==> config.mk <==
export PLATFORM = sky130hd
export DESIGN_NAME = inst_cache_dm
export DESIGN_NICKNAME = d
export VERILOG_FILES = /design/src/rtl/inst_cache_dm.sv
export SDC_FILE = /design/constraint.sdc
export NUM_CORES = 2
export LEC_CHECK = 0
export CORE_UTILIZATION = 45
export DETAILED_ROUTE_END_ITERATION = 16
export PLACE_DENSITY_LB_ADDON = 0.15
export RECOVER_POWER = 100
export SLEW_MARGIN = 5
export SYNTH_ARGS = -nofsm -noshare
export SYNTH_HDL_FRONTEND = slang
export SYNTH_SLANG_ARGS = --single-unit
==> constraint.sdc <==
create_clock -name clk -period 5.85 [get_ports clk]
set_input_delay 0.8775 -clock clk [delete_from_list [all_inputs] [get_ports clk]]
set_output_delay 0.8775 -clock clk [all_outputs]
set_load 0.01 [all_outputs]
==> src/rtl/inst_cache_dm.sv <==
// Direct-mapped instruction cache with multi-word lines, byte-reversing refill and fence.i invalidate.
// Optional feature: define ICACHE_PERF_CNT_EN to add saturating hit_count / miss_count outputs.

`ifndef I_CACHE_RESTING
`define I_CACHE_RESTING  2'b00
`endif
`ifndef I_CACHE_WORKING
`define I_CACHE_WORKING  2'b01
`endif
`ifndef I_CACHE_STALL
`define I_CACHE_STALL    2'b10
`endif
`ifndef IF_FINISHED
`define IF_FINISHED      2'b11
`endif
`ifndef MEM_RESTING
`define MEM_RESTING      2'b00
`endif
`ifndef MEM_INST_WORKING
`define MEM_INST_WORKING 2'b01
`endif
`ifndef MEM_DATA_WORKING
`define MEM_DATA_WORKING 2'b10
`endif
`ifndef MEM_NOP
`define MEM_NOP          2'b00
`endif
`ifndef MEM_READ
`define MEM_READ         2'b01
`endif

module inst_cache_dm #(
  parameter int ADDR_WIDTH     = 17,
  parameter int LEN            = 32,
  parameter int NUM_LINES      = 16,
  parameter int WORDS_PER_LINE = 4
) (
  input  logic                  clk,
  input  logic                  rst,
  input  logic [ADDR_WIDTH-1:0] inst_addr,
  input  logic                  inst_fetch_enabled,
  input  logic                  invalidate_all,
  output logic [LEN-1:0]        instruction,
  output logic [1:0]            inst_fetch_status,
  input  logic [LEN-1:0]        mem_data,
  input  logic [1:0]            mem_status,
  output logic [ADDR_WIDTH-1:0] mem_vis_addr,
  output logic [1:0]            mem_vis_signal
`ifdef ICACHE_PERF_CNT_EN
  ,
  output logic [31:0]           hit_count,
  output logic [31:0]           miss_count
`endif
);

  localparam int OFF_BITS = $clog2(WORDS_PER_LINE);
  localparam int IDX_BITS = $clog2(NUM_LINES);
  localparam int TAG_BITS = ADDR_WIDTH - 2 - OFF_BITS - IDX_BITS;
  localparam int OFF_W    = (OFF_BITS > 0) ? OFF_BITS : 1;

  typedef enum logic [1:0] {
    S_IDLE,
    S_REQ,
    S_WAIT,
    S_RESPOND
  } state_t;

  // A zero-width offset (single-word lines) collapses to a constant-0 one-bit field.
  function automatic logic [OFF_W-1:0] offsetOf(input logic [ADDR_WIDTH-1:0] a);
    logic [ADDR_WIDTH-1:0] s;
    s = (a >> 2) & ADDR_WIDTH'(WORDS_PER_LINE - 1);
    return s[OFF_W-1:0];
  endfunction

  function automatic logic [IDX_BITS-1:0] indexOf(input logic [ADDR_WIDTH-1:0] a);
    logic [ADDR_WIDTH-1:0] s;
    s = a >> (2 + OFF_BITS);
    return s[IDX_BITS-1:0];
  endfunction

  function automatic logic [TAG_BITS-1:0] tagOf(input logic [ADDR_WIDTH-1:0] a);
    logic [ADDR_WIDTH-1:0] s;
    s = a >> (2 + OFF_BITS + IDX_BITS);
    return s[TAG_BITS-1:0];
  endfunction

  function automatic logic [LEN-1:0] byteSwap(input logic [LEN-1:0] d);
    logic [LEN-1:0] r;
    r = '0;
    for (int i = 0; i < LEN / 8; i++) begin
      r[8*i +: 8] = d[LEN-8-8*i +: 8];
    end
    return r;
  endfunction

  state_t                  state_q;
  logic [NUM_LINES-1:0]    valid_q;
  logic [TAG_BITS-1:0]     tag_q   [NUM_LINES];
  logic [LEN-1:0]          data_q  [NUM_LINES][WORDS_PER_LINE];
  logic [ADDR_WIDTH-1:0]   reqAddr_q;
  logic [OFF_W-1:0]        cnt_q;
  logic                    invPending_q;
  logic [LEN-1:0]          instr_q;
  logic [1:0]              status_q;
  logic [1:0]              memSig_q;
  logic [ADDR_WIDTH-1:0]   memAddr_q;

  logic [IDX_BITS-1:0]     lkIdx;
  logic [OFF_W-1:0]        lkOff;
  logic [TAG_BITS-1:0]     lkTag;
  logic                    lookupHit;
  logic [ADDR_WIDTH-1:0]   lineBase;
  logic [IDX_BITS-1:0]     fillIdx;
  logic [OFF_W-1:0]        fillOff;
  logic [TAG_BITS-1:0]     fillTag;
  logic [LEN-1:0]          fillWord;
  logic                    lastWord;

  // An invalidate arriving with the request wins over the lookup, forcing a miss.
  always_comb begin
    lkIdx     = indexOf(inst_addr);
    lkOff     = offsetOf(inst_addr);
    lkTag     = tagOf(inst_addr);
    lookupHit = valid_q[lkIdx] && (tag_q[lkIdx] == lkTag) && !invalidate_all;
    lineBase  = inst_addr & ~ADDR_WIDTH'(WORDS_PER_LINE * 4 - 1);
    fillIdx   = indexOf(reqAddr_q);
    fillOff   = offsetOf(reqAddr_q);
    fillTag   = tagOf(reqAddr_q);
    fillWord  = byteSwap(mem_data);
    lastWord  = (cnt_q == OFF_W'(WORDS_PER_LINE - 1));
  end

  always_ff @(posedge clk) begin
    if (rst) begin
      state_q      <= S_IDLE;
      valid_q      <= '0;
      reqAddr_q    <= '0;
      cnt_q        <= '0;
      invPending_q <= 1'b0;
      instr_q      <= '0;
      status_q     <= `I_CACHE_RESTING;
      memSig_q     <= `MEM_NOP;
      memAddr_q    <= '0;
    end else begin
      memSig_q <= `MEM_NOP;
      case (state_q)
        S_IDLE: begin
          if (invalidate_all) valid_q <= '0;
          if (inst_fetch_enabled) begin
            reqAddr_q <= inst_addr;
            if (lookupHit) begin
              instr_q  <= data_q[lkIdx][lkOff];
              status_q <= `IF_FINISHED;
              state_q  <= S_RESPOND;
            end else begin
              status_q  <= `I_CACHE_WORKING;
              memAddr_q <= lineBase;
              cnt_q     <= '0;
              state_q   <= S_REQ;
            end
          end else begin
            status_q <= `I_CACHE_RESTING;
          end
        end
        S_REQ: begin
          if (invalidate_all) invPending_q <= 1'b1;
          if (mem_status == `MEM_RESTING) begin
            memSig_q <= `MEM_READ;
            status_q <= `I_CACHE_WORKING;
            state_q  <= S_WAIT;
          end else begin
            status_q <= `I_CACHE_STALL;
          end
        end
        S_WAIT: begin
          if (invalidate_all) invPending_q <= 1'b1;
          case (mem_status)
            `MEM_INST_WORKING: begin
              data_q[fillIdx][cnt_q] <= fillWord;
              if (lastWord) begin
                tag_q[fillIdx]   <= fillTag;
                valid_q[fillIdx] <= 1'b1;
                // The last word is still in flight, so it must bypass the array.
                instr_q  <= (cnt_q == fillOff) ? fillWord : data_q[fillIdx][fillOff];
                status_q <= `IF_FINISHED;
                state_q  <= S_RESPOND;
              end else begin
                cnt_q     <= cnt_q + OFF_W'(1);
                memAddr_q <= memAddr_q + ADDR_WIDTH'(4);
                state_q   <= S_REQ;
              end
            end
            `MEM_DATA_WORKING: begin
              status_q <= `I_CACHE_STALL;
              state_q  <= S_REQ;
            end
            default: ;
          endcase
        end
        S_RESPOND: begin
          // A fence.i seen during the refill also discards the line just filled.
          if (invalidate_all || invPending_q) begin
            valid_q      <= '0;
            invPending_q <= 1'b0;
          end
          status_q <= `I_CACHE_RESTING;
          state_q  <= S_IDLE;
        end
        default: state_q <= S_IDLE;
      endcase
    end
  end

  assign instruction       = instr_q;
  assign inst_fetch_status = status_q;
  assign mem_vis_addr      = memAddr_q;
  assign mem_vis_signal    = memSig_q;

`ifdef ICACHE_PERF_CNT_EN
  logic [31:0] hitCount_q, hitCount_d;
  logic [31:0] missCount_q, missCount_d;

  always_comb begin
    hitCount_d  = hitCount_q;
    missCount_d = missCount_q;
    if (state_q == S_IDLE && inst_fetch_enabled) begin
      if (lookupHit) begin
        if (hitCount_q != 32'hFFFF_FFFF) hitCount_d = hitCount_q + 32'd1;
      end else begin
        if (missCount_q != 32'hFFFF_FFFF) missCount_d = missCount_q + 32'd1;
      end
    end
  end

  always_ff @(posedge clk) begin
    if (rst) begin
      hitCount_q  <= '0;
      missCount_q <= '0;
    end else begin
      hitCount_q  <= hitCount_d;
      missCount_q <= missCount_d;
    end
  end

  assign hit_count  = hitCount_q;
  assign miss_count = missCount_q;
`endif

endmodule

==> flow_summary_export.csv <==
group,metric,value,unit
drt,met3WireLength,31.9,mm
power,p_leak,35.8,nW
worst_setup_path,cp.required,6.34,ns
power,internal-power,29.2,mW
clock_tree,worstSkewPairLatency,0.89,ns
synthesis,synthFlopType,"edfxtp_1",
worst_setup_path,crit_path_max_fanout,16,
clock_tree,clkTransAtPathRegs,0.06,ns
clock_tree,cts_setup_buffers,0,
worst_setup_path,crit_family,"simple AND/OR/NAND/NOR gates",
cells_and_area,syn_to_final_growth,11.6,%
floorplanning,die_area,236000,sq um
worst_setup_path,start_kind,"input pin",
timing,worst_pin_slew,3.26,ns
synthesis,ys_warn_count,0,
outcome,status,"finished with violations",
power,power_frac_comb,0.147,
synthesis,synth-edff-count,2192,
outcome,violations,"max-capacitance violations, max-slew violations",
global_routing,grt_use_total,0.288,
clock_tree,htreeDepth,4,
synthesis,synth_top_area_cell,"edfxtp_1",
cells_and_area,layout_common_cells,"2192 x edfxtp_1, 1226 x mux4_2, 240 x clkbuf_16",
timing,final-max-slew-violation-count,3372,
drt,top_layer_used,"met5",
clock_tree,holdBufCountCts,0,
worst_setup_path,crit_path_top_delay_cell,"nor2_1",
clock_tree,cts_made_buffers,235,
global_routing,antenna_found_initial,11,
flow_run,maxCapViolCount,102,
worst_setup_path,reg2reg_setup_slack,0.95,ns
floorplanning,ios,108,
drt,wl_met2,162,mm
synthesis,yosys.cell_types.count,83,
clock_tree,clk_path_buf_depth,3,
power,power.total,39.1,mW
cells_and_area,final_net_count,5205,
clock_tree,cts.sinks,2282,
timing,finalCritPeriodShare,0.869,
drt,wl,337,mm
cells_and_area,final_common_cell,"edfxtp_1",
synthesis,synth_cells,4954,
floorplanning,start_util,0.453,
placement,dp_hpwl,188,mm
synthesis,synthesis.area,105000,sq um
worst_setup_path,cpMostUsedCell,"clkbuf_1",
drt,drtIter0Drc,7696,
power,peakVddDrop,0.000311,V
global_routing,grt_max_degree,104,
global_routing,grt_pass1_wl,469,mm
floorplanning,fp.dieH,486,um
global_routing,first_global_vias,58064,
clock_tree,ctsResizeCount,0,
floorplanning,core-area,233000,sq um
global_routing,overflow,0,
synthesis,avgSynthCellArea,21.3,sq um
drt,drcViolationCount,0,
drt,firstDrtPassIters,6,
placement,gp_congestion,0.809,
worst_setup_path,worst-path-buf-inv,3,
timing,fmax,0.197,GHz
clock_tree,cts_root_buffer,"clkbuf_16",
timing,fin_setup_tns,0,ns
timing,finalHoldViolCount,0,
worst_setup_path,cp-end-kind,"flip-flop",
power,p_seq_frac,0.467,
power,pwr_density_cell,333,nW/um^2
timing,fin_skew,0.0456,ns
placement,port-buffer-count,102,
synthesis,ys_ff_latch,2282,
cells_and_area,drive_gt1_frac,0.343,
timing,rsz0062_at_grt,"no",
power,pwr-share-clk,0.385,
worst_setup_path,path_cells,"dlygate4sd3_1 -> nand2b_1 -> nor3_1 -> nand2_1 -> clkbuf_1 -> nor2_1 -> clkbuf_1",
synthesis,synth.area.top_cells,"edfxtp_1 62%, mux4_2 26%, dfxtp_1 1.7%",
drt,viasPerCell,6.86,
timing,fin_crit,5.08,ns
worst_setup_path,critPathMaxStageDelay,1.65,ns
floorplanning,row_count,177,
drt,drt-wirelength-per-cell,40.1,um
drt,wl_met1,130,mm
drt,num_vias,57548,
timing,finalSetupViolations,0,
power,p_switching,9.90,mW
clock_tree,cts_tree,"built",
timing,max_slew_margin,-1.17,
worst_setup_path,crit_type,"in2reg",
synthesis,yosysSeqAreaShare,0.642,
synthesis,async_reset_ff_frac,0,
synthesis,yosysTopAreaCellShare,0.625,
worst_setup_path,arrival,5.57,ns
worst_hold_path,hold_class,"reg2reg",
floorplanning,die_x,486,um
drt,postRouteAntennaNets,0,
power,swShare,0.253,
==> path summary, 6_finish.rpt <==
path,to,cells past startpoint,from
max,data_q[6][101],7,mem_status[1]
min,valid_q[11],1,valid_q[11]
max reg2reg,data_q[6][101],8,state_q[0]
min reg2reg,valid_q[11],1,valid_q[11]
==> state kept, by name (all words and copies together), names as in the netlist, named ones only <==
| name | flops |
|---|---|
| data_q | 2048 |
| tag_q | 144 |
| instruction | 32 |
| valid_q | 16 |
| mem_vis_addr | 15 |
| reqAddr_q | 15 |
| cnt_q | 2 |
| inst_fetch_status | 2 |
| state_q | 2 |
| invPending_q | 1 |
| mem_vis_signal | 1 |
==> power groups by stage <==
stage / combinational, mW / sequential (mW) / clock (mW)
2_1_floorplan: 3.89 / 18.5 / 0
3_3_place_gp: 5.80 / 18.6 / 0
3_5_place_dp: 5.82 / 18.6 / 0
4_1_cts: 5.83 / 18.2 / 15.2
5_1_grt: 6.05 / 18.3 / 15.8
6_report: 5.77 / 18.3 / 15.1
==> synth_stat cells (7+ instances only) <==
master,count
a221oi_1,14
buf_4,48
buf_1,37
mux4_2,1226
buf_8,8
nand3_1,48
mux2_2,15
o32ai_1,9
ha_1,10
nor4_1,14
clkbuf_1,101
a22oi_1,17
a311oi_1,9
dfxtp_1,90
nor2b_1,41
o21ai_0,58
buf_12,9
nand2b_1,7
edfxtp_1,2192
a31oi_1,9
a211oi_1,42
mux4_1,44
o21a_1,17
clkbuf_4,7
buf_2,116
o211ai_1,8
a31o_1,9
o311ai_0,9
o22ai_1,12
nand2_1,120
a21oi_1,81
buf_6,54
nand4_1,11
nor2_1,169
mux2i_1,125
nor3_1,25
nor3b_1,7
o221ai_1,11
inv_1,21
==> metrics by stage <==
stage / utilization / std cells / setup WS, ns / instance area, sq um / hold slack (ns)
after global placement: 0.476 / 7946 / 1.12 / 111000 / 0.440
after floorplan: - / 4956 / 2.28 / 105000 / 0.432
after CTS: 0.509 / 8389 / 1.88 / 118000 / 0.296
after detailed placement: 0.476 / 7946 / 1.12 / 111000 / 0.450
after global routing: 0.505 / 8392 / 0.846 / 117000 / 0.455
final: 0.505 / 8395 / 0.766 / 118000 / 0.465
==> area by class of cell <==
class	count	area, sq um
sequential	2282	67600
fill	18498	115000
timing repair buffer	332	2930
tap	3043	3810
multi-input combinational	2265	35300
clock inverter	138	1350
antenna	6	15.0
clock buffer	305	6320
inverter	24	105
==> kinds of logic after synthesis <==
logic type               after synthesis  share of synthesized area
XOR/XNOR                               9                   0.000748
multiplexers                        1414                      0.288
AO/OA/AOI/OAI                        363                     0.0239
buffers and inverters                409                     0.0243
other                                  1                  0.0000356
adder cells (fa/ha/maj)               10                    0.00119
flip-flops                          2282                      0.642
AND/OR/NAND/NOR                      466                     0.0202
==> per-layer routing <==
layer	vias to the layer above	track usage
met5	-	0
met4	2	0.0956
met1	31647	0.397
met3	576	0.0560
li1	22171	-
met2	3152	0.461
Power figures use the tool's default switching activity.
